===== src/rtl/mem_arb_pkg.sv =====
// Shared types and default parameters for the two-requester memory arbiter.
package mem_arb_pkg;

    localparam int DEF_ADDR_W      = 64;
    localparam int DEF_DATA_W      = 64;
    localparam int DEF_TIMEOUT_CYC = 255;

    typedef enum logic [1:0] {
        IDLE = 2'd0,
        BUSY = 2'd1,
        RESP = 2'd2
    } state_t;

    typedef enum logic {
        OWN_IF = 1'b0,
        OWN_LS = 1'b1
    } owner_t;

endpackage


===== src/rtl/mem_arb_pick.sv =====
// Combinational winner select between fetch and load/store requesters.
// Round-robin on contention when MEM_ARB_RR_EN is defined, else load/store priority.
module mem_arb_pick
    import mem_arb_pkg::*;
(
    input  logic   if_req,
    input  logic   ls_req,
    input  owner_t last_owner,
    output logic   grant_valid,
    output owner_t grant_owner
);

    assign grant_valid = if_req | ls_req;

`ifdef MEM_ARB_RR_EN
    always_comb begin
        grant_owner = OWN_IF;
        if (if_req && ls_req) begin
            grant_owner = (last_owner == OWN_IF) ? OWN_LS : OWN_IF;
        end else if (ls_req) begin
            grant_owner = OWN_LS;
        end
    end
`else
    logic unused_last_owner;
    assign unused_last_owner = last_owner;
    assign grant_owner       = ls_req ? OWN_LS : OWN_IF;
`endif

endmodule


===== src/rtl/mem_arbiter.sv =====
// Arbitrates fetch and load/store requesters onto one memory port with ack timeout.
// Optional build macro MEM_ARB_RR_EN: alternate grants on contention via last-owner flag.
module mem_arbiter
    import mem_arb_pkg::*;
#(
    parameter int ADDR_W      = DEF_ADDR_W,
    parameter int DATA_W      = DEF_DATA_W,
    parameter int TIMEOUT_CYC = DEF_TIMEOUT_CYC
) (
    input  logic                clk,
    input  logic                reset,
    input  logic                if_req,
    input  logic [ADDR_W-1:0]   if_addr,
    output logic                if_ack,
    output logic [DATA_W-1:0]   if_rdata,
    output logic                if_err,
    input  logic                ls_req,
    input  logic                ls_we,
    input  logic [ADDR_W-1:0]   ls_addr,
    input  logic [DATA_W-1:0]   ls_wdata,
    input  logic [DATA_W/8-1:0] ls_wstrb,
    output logic                ls_ack,
    output logic [DATA_W-1:0]   ls_rdata,
    output logic                ls_err,
    output logic                mem_req,
    output logic                mem_we,
    output logic [ADDR_W-1:0]   mem_addr,
    output logic [DATA_W-1:0]   mem_wdata,
    output logic [DATA_W/8-1:0] mem_wstrb,
    input  logic                mem_ack,
    input  logic [DATA_W-1:0]   mem_rdata,
    output logic                busy,
    output logic                owner
);

    localparam int             CNT_W    = $clog2(TIMEOUT_CYC + 1);
    localparam logic [CNT_W-1:0] CNT_LAST = CNT_W'(TIMEOUT_CYC - 1);

    state_t           state;
    owner_t           cur_owner;
    logic [CNT_W-1:0] wait_cnt;
    logic             grant_valid;
    owner_t           grant_owner;
    owner_t           last_owner;

    mem_arb_pick u_pick (
        .if_req      (if_req),
        .ls_req      (ls_req),
        .last_owner  (last_owner),
        .grant_valid (grant_valid),
        .grant_owner (grant_owner)
    );

`ifdef MEM_ARB_RR_EN
    always_ff @(posedge clk or negedge reset) begin
        if (!reset) begin
            last_owner <= OWN_IF;
        end else if (state == IDLE && grant_valid) begin
            last_owner <= grant_owner;
        end
    end
`else
    assign last_owner = OWN_IF;
`endif

    assign busy  = (state != IDLE);
    assign owner = cur_owner;

    always_ff @(posedge clk or negedge reset) begin
        if (!reset) begin
            state     <= IDLE;
            cur_owner <= OWN_IF;
            wait_cnt  <= '0;
            mem_req   <= 1'b0;
            mem_we    <= 1'b0;
            mem_addr  <= '0;
            mem_wdata <= '0;
            mem_wstrb <= '0;
            if_ack    <= 1'b0;
            if_err    <= 1'b0;
            if_rdata  <= '0;
            ls_ack    <= 1'b0;
            ls_err    <= 1'b0;
            ls_rdata  <= '0;
        end else begin
            // Responses are single-cycle pulses; everything defaults back to zero.
            if_ack   <= 1'b0;
            if_err   <= 1'b0;
            if_rdata <= '0;
            ls_ack   <= 1'b0;
            ls_err   <= 1'b0;
            ls_rdata <= '0;
            case (state)
                IDLE: begin
                    if (grant_valid) begin
                        state     <= BUSY;
                        cur_owner <= grant_owner;
                        wait_cnt  <= '0;
                        mem_req   <= 1'b1;
                        if (grant_owner == OWN_LS) begin
                            mem_we    <= ls_we;
                            mem_addr  <= ls_addr;
                            mem_wdata <= ls_wdata;
                            mem_wstrb <= ls_wstrb;
                        end else begin
                            mem_we    <= 1'b0;
                            mem_addr  <= if_addr;
                            mem_wdata <= '0;
                            mem_wstrb <= '0;
                        end
                    end
                end
                BUSY: begin
                    // An ack arriving on the terminal-count cycle still completes normally.
                    if (mem_ack || wait_cnt == CNT_LAST) begin
                        state   <= RESP;
                        mem_req <= 1'b0;
                        if (cur_owner == OWN_LS) begin
                            ls_ack   <= 1'b1;
                            ls_err   <= !mem_ack;
                            ls_rdata <= mem_ack ? mem_rdata : '0;
                        end else begin
                            if_ack   <= 1'b1;
                            if_err   <= !mem_ack;
                            if_rdata <= mem_ack ? mem_rdata : '0;
                        end
                    end else begin
                        wait_cnt <= wait_cnt + 1'b1;
                    end
                end
                RESP:    state <= IDLE;
                default: state <= IDLE;
            endcase
        end
    end

endmodule

===== config.mk =====
export PLATFORM = sky130hd
export DESIGN_NAME = mem_arbiter
export DESIGN_NICKNAME = d
export VERILOG_FILES = /design/src/rtl/mem_arb_pkg.sv /design/src/rtl/mem_arb_pick.sv /design/src/rtl/mem_arbiter.sv
export SDC_FILE = /design/constraint.sdc
export NUM_CORES = 1
export LEC_CHECK = 0
export ABC_AREA = 1
export ABC_CLOCK_PERIOD_IN_PS = 3200
export CAP_MARGIN = 0
export CORE_AREA = 8 8 206 208
export DETAILED_ROUTE_END_ITERATION = 6
export DIE_AREA = 0 0 214 216
export DONT_BUFFER_PORTS = 1
export SYNTH_ARGS = -nofsm -noshare
export SYNTH_HDL_FRONTEND = slang
export SYNTH_SLANG_ARGS = --single-unit

===== constraint.sdc =====
create_clock -name clk -period 3.2 [get_ports clk]
set_input_delay 0.32 -clock clk [delete_from_list [all_inputs] [get_ports clk]]
set_output_delay 0.32 -clock clk [all_outputs]
set_load 0.005 [all_outputs]

==> flow_summary_export.csv <==
group,metric,value,unit
outcome,status,"finished with violations",
outcome,violations,"negative hold slack",
floorplan,num_rows,73,
setup_path,critPathMaxStageDelay,610,ps
global_route,gr-total-overflow,0,
synthesis,yosys-top-cells-area,"dfrtp_1, nand2_1, nor2_1",
pwr,p_int,7.463,mW
clocking,tritoncts,"yes",
floorplan,die_w,214,um
timing,worst_slack,885.4,ps
synthesis,ys_seq_elements,281,
pwr,power_per_cell_area,749.6,mW/mm2
setup_path,crit_arrival,1990,ps
global_route,antenna_found_initial,7,
timing,skew,24.82,ps
finish,drive_above_1_share,3.915,%
routing,dr.pass1.iters,5,
setup_path,reg2reg_from,"state[0]$_DFFE_PN0P_",
timing,hold_slack,-546.6,ps
setup_path,cp.required,2880,ps
synthesis,synth_top_area_cell,"dfrtp_1",
setup_path,worstSetupPathType,"reg2out",
synthesis,synth_top_cell_area_share,65.32,%
synthesis,synthesis.area,0.01077,mm2
placement,pre_cts_slack,1341,ps
floorplan,fp.dieH,216,um
global_route,gr-usage-all-layers,15.88,%
routing,drc,0,
synthesis,ys_seq_area_share,65.32,%
pwr,p_switching,3.953,mW
pwr,power_leakage,7.258,nW
routing,routedWlPerCell,19.57,um
synthesis,synth_nets,1434,
setup_path,slowest_stage,"buf_4",
routing,first_iter_violations,765,
synthesis,synth.avg_cell_area,9.264,um2
clocking,postCtsSetupBuffers,0,
synthesis,yosysWarningCount,0,
finish,nets,1712,
floorplan,io_pins,542,
finish,postLayoutCoreUtil,38.87,%
floorplan,start_util,27.47,%
job,maxCapViolations,0,
global_route,grt_pass1_wl,59170,um
placement,gp_congestion,0.8475,
clocking,clock_latency,560,ps
timing,slew_headroom,44.71,%
clocking,cts_max_path_buffers,3,
placement,portBuffers,0,
routing,vias,9322,
floorplan,die_area,0.04622,mm2
finish,area_growth,41.47,%
timing,timing.fmax,0.4320,GHz
global_route,grt_pass1_vias,9993,
timing,finalSetupTns,0,ps
setup_path,crit_family,"buffers and inverters",
clocking,htree_levels,1,
setup_path,critPathCaptureType,"primary output",
synthesis,synth_cell_types,20,
pwr,ir_drop,0.4199,mV
timing,rsz0062_at_grt,"false",
timing,tightestPinTransition,826.4,ps
routing,ant_nets,0,
floorplan,core-area,0.03918,mm2
setup_path,crit_chain,"nor2_4, buf_4, inv_1",
synthesis,syn-instance-count,1162,
pwr,switching_share,34.63,%
routing,wl,38890,um
timing,period_minus_slack,2315,ps
timing,slew_violations,0,
clocking,ctsHoldBuffers,312,
worst_hold_path,min_path_type,"in2async",
pwr,share_seq_of_total_power,49.0,%
pwr,power.total,11.42,mW
routing,viasPerCell,4.691,
clocking,cts_buffers,30,
placement,dp_hpwl,23510,um
clocking,cts_root_buf,"clkbuf_16",
clocking,cts_sinks,281,
pwr,combinationalPowerShare,22.6,%
global_route,grt_max_degree,282,
clocking,ctsResizeCount,0,
pwr,clkPwrFrac,28.4,%
setup_path,crit_fanout,75,
setup_path,path_buf_inv,2,
setup_path,setup.worst_path.start,"state[0]$_DFFE_PN0P_",
finish,final_common_cell,"nand2_1",
setup_path,worstSetupStartpointType,"flip-flop",
timing,post-route-period-util,72.33,%
timing,finalHoldViolCount,281,
timing,finalSetupViolations,0,
clocking,cts.clk_slew.worst_paths,60,ps
finish,final_cell_mix,"nand2_1, dlygate4sd3_1, dfrtp_1",
[Yosys cell counts]
master    number
buf_1          6
buf_2         36
clkbuf_1      21
dfrtp_1      281
inv_1         77
ha_1           2
buf_6          2
o21ai_0       92
nand3_1       83
nand3_2        1
o21ai_1       45
clkbuf_2       1
xor2_1         3
nand2_1      358
nor3_1         2
buf_4          9
nor2_2         3
nor2_1       138
nand2_2        1
xnor2_1        1
[final cells by class]
class                      instances  area (um2)
antenna                            6       15.01
clock buffer                      40       818.3
clock inverter                     8       83.83
fill                            3664       23950
inverter                          77       289.0
multi-input combinational        729        3089
sequential                       281        7032
tap                              525       656.9
timing repair buffer             321        3246
[final timing paths]
path | depth (start not counted) | slack, ps | end
min in group clk | 2 | 60 | mem_addr[7]$_DFFE_PN0P_
max reg2reg | 5 | 970 | mem_wdata[21]$_DFFE_PN0P_
max | 3 | 890 | busy
max in group asynchronous | 0 | 3160 | mem_addr[63]$_DFFE_PN0P_
min reg2reg | 2 | 510 | mem_wdata[38]$_DFFE_PN0P_
min | 0 | -550 | if_rdata[10]$_DFF_PN0_
[flip-flops by register name, summed over array words and instances, names as in the netlist]
signal	flops
if_rdata	64
ls_rdata	64
mem_addr	64
mem_wdata	64
mem_wstrb	8
wait_cnt	8
state	2
if_ack	1
if_err	1
ls_ack	1
ls_err	1
mem_req	1
mem_we	1
owner	1
[routing by layer]
layer	wire length (um)	track usage, %
met1	13850	16.65
met2	19520	27.66
met3	3905	6.224
met4	1605	7.639
met5	10	0
[cells by family (layout without fill, tap and decap cells)]
kind of cell / count (synthesis) / count (layout) / synth area share, %
xor+xnor: 4 / 4 / 0.3255
simple gates: 586 / 586 / 21.57
other cells: 0 / 6 / 0
flops: 281 / 281 / 65.32
compound gates: 137 / 137 / 6.369
fa+ha+maj: 2 / 2 / 0.2324
buf+inv: 152 / 446 / 6.183
[metrics by stage]
stage | cells | area (um2)
after detailed placement | 1618 | 11120
after global routing | 1987 | 15230
final | 1987 | 15230
after CTS | 1978 | 15180
after global placement | 1618 | 11120
after floorplan | 1162 | 10770
[power by group through the flow]
stage / registers, mW / clock network, mW / logic (mW)
floorplan: 5.22 / 0 / 1.70
global placement: 5.64 / 0 / 1.90
detailed placement: 5.63 / 0 / 2.00
CTS: 5.59 / 3.35 / 2.48
global route: 5.70 / 3.48 / 2.88
finish: 5.60 / 3.24 / 2.58
Power figures use the tool's default switching activity.
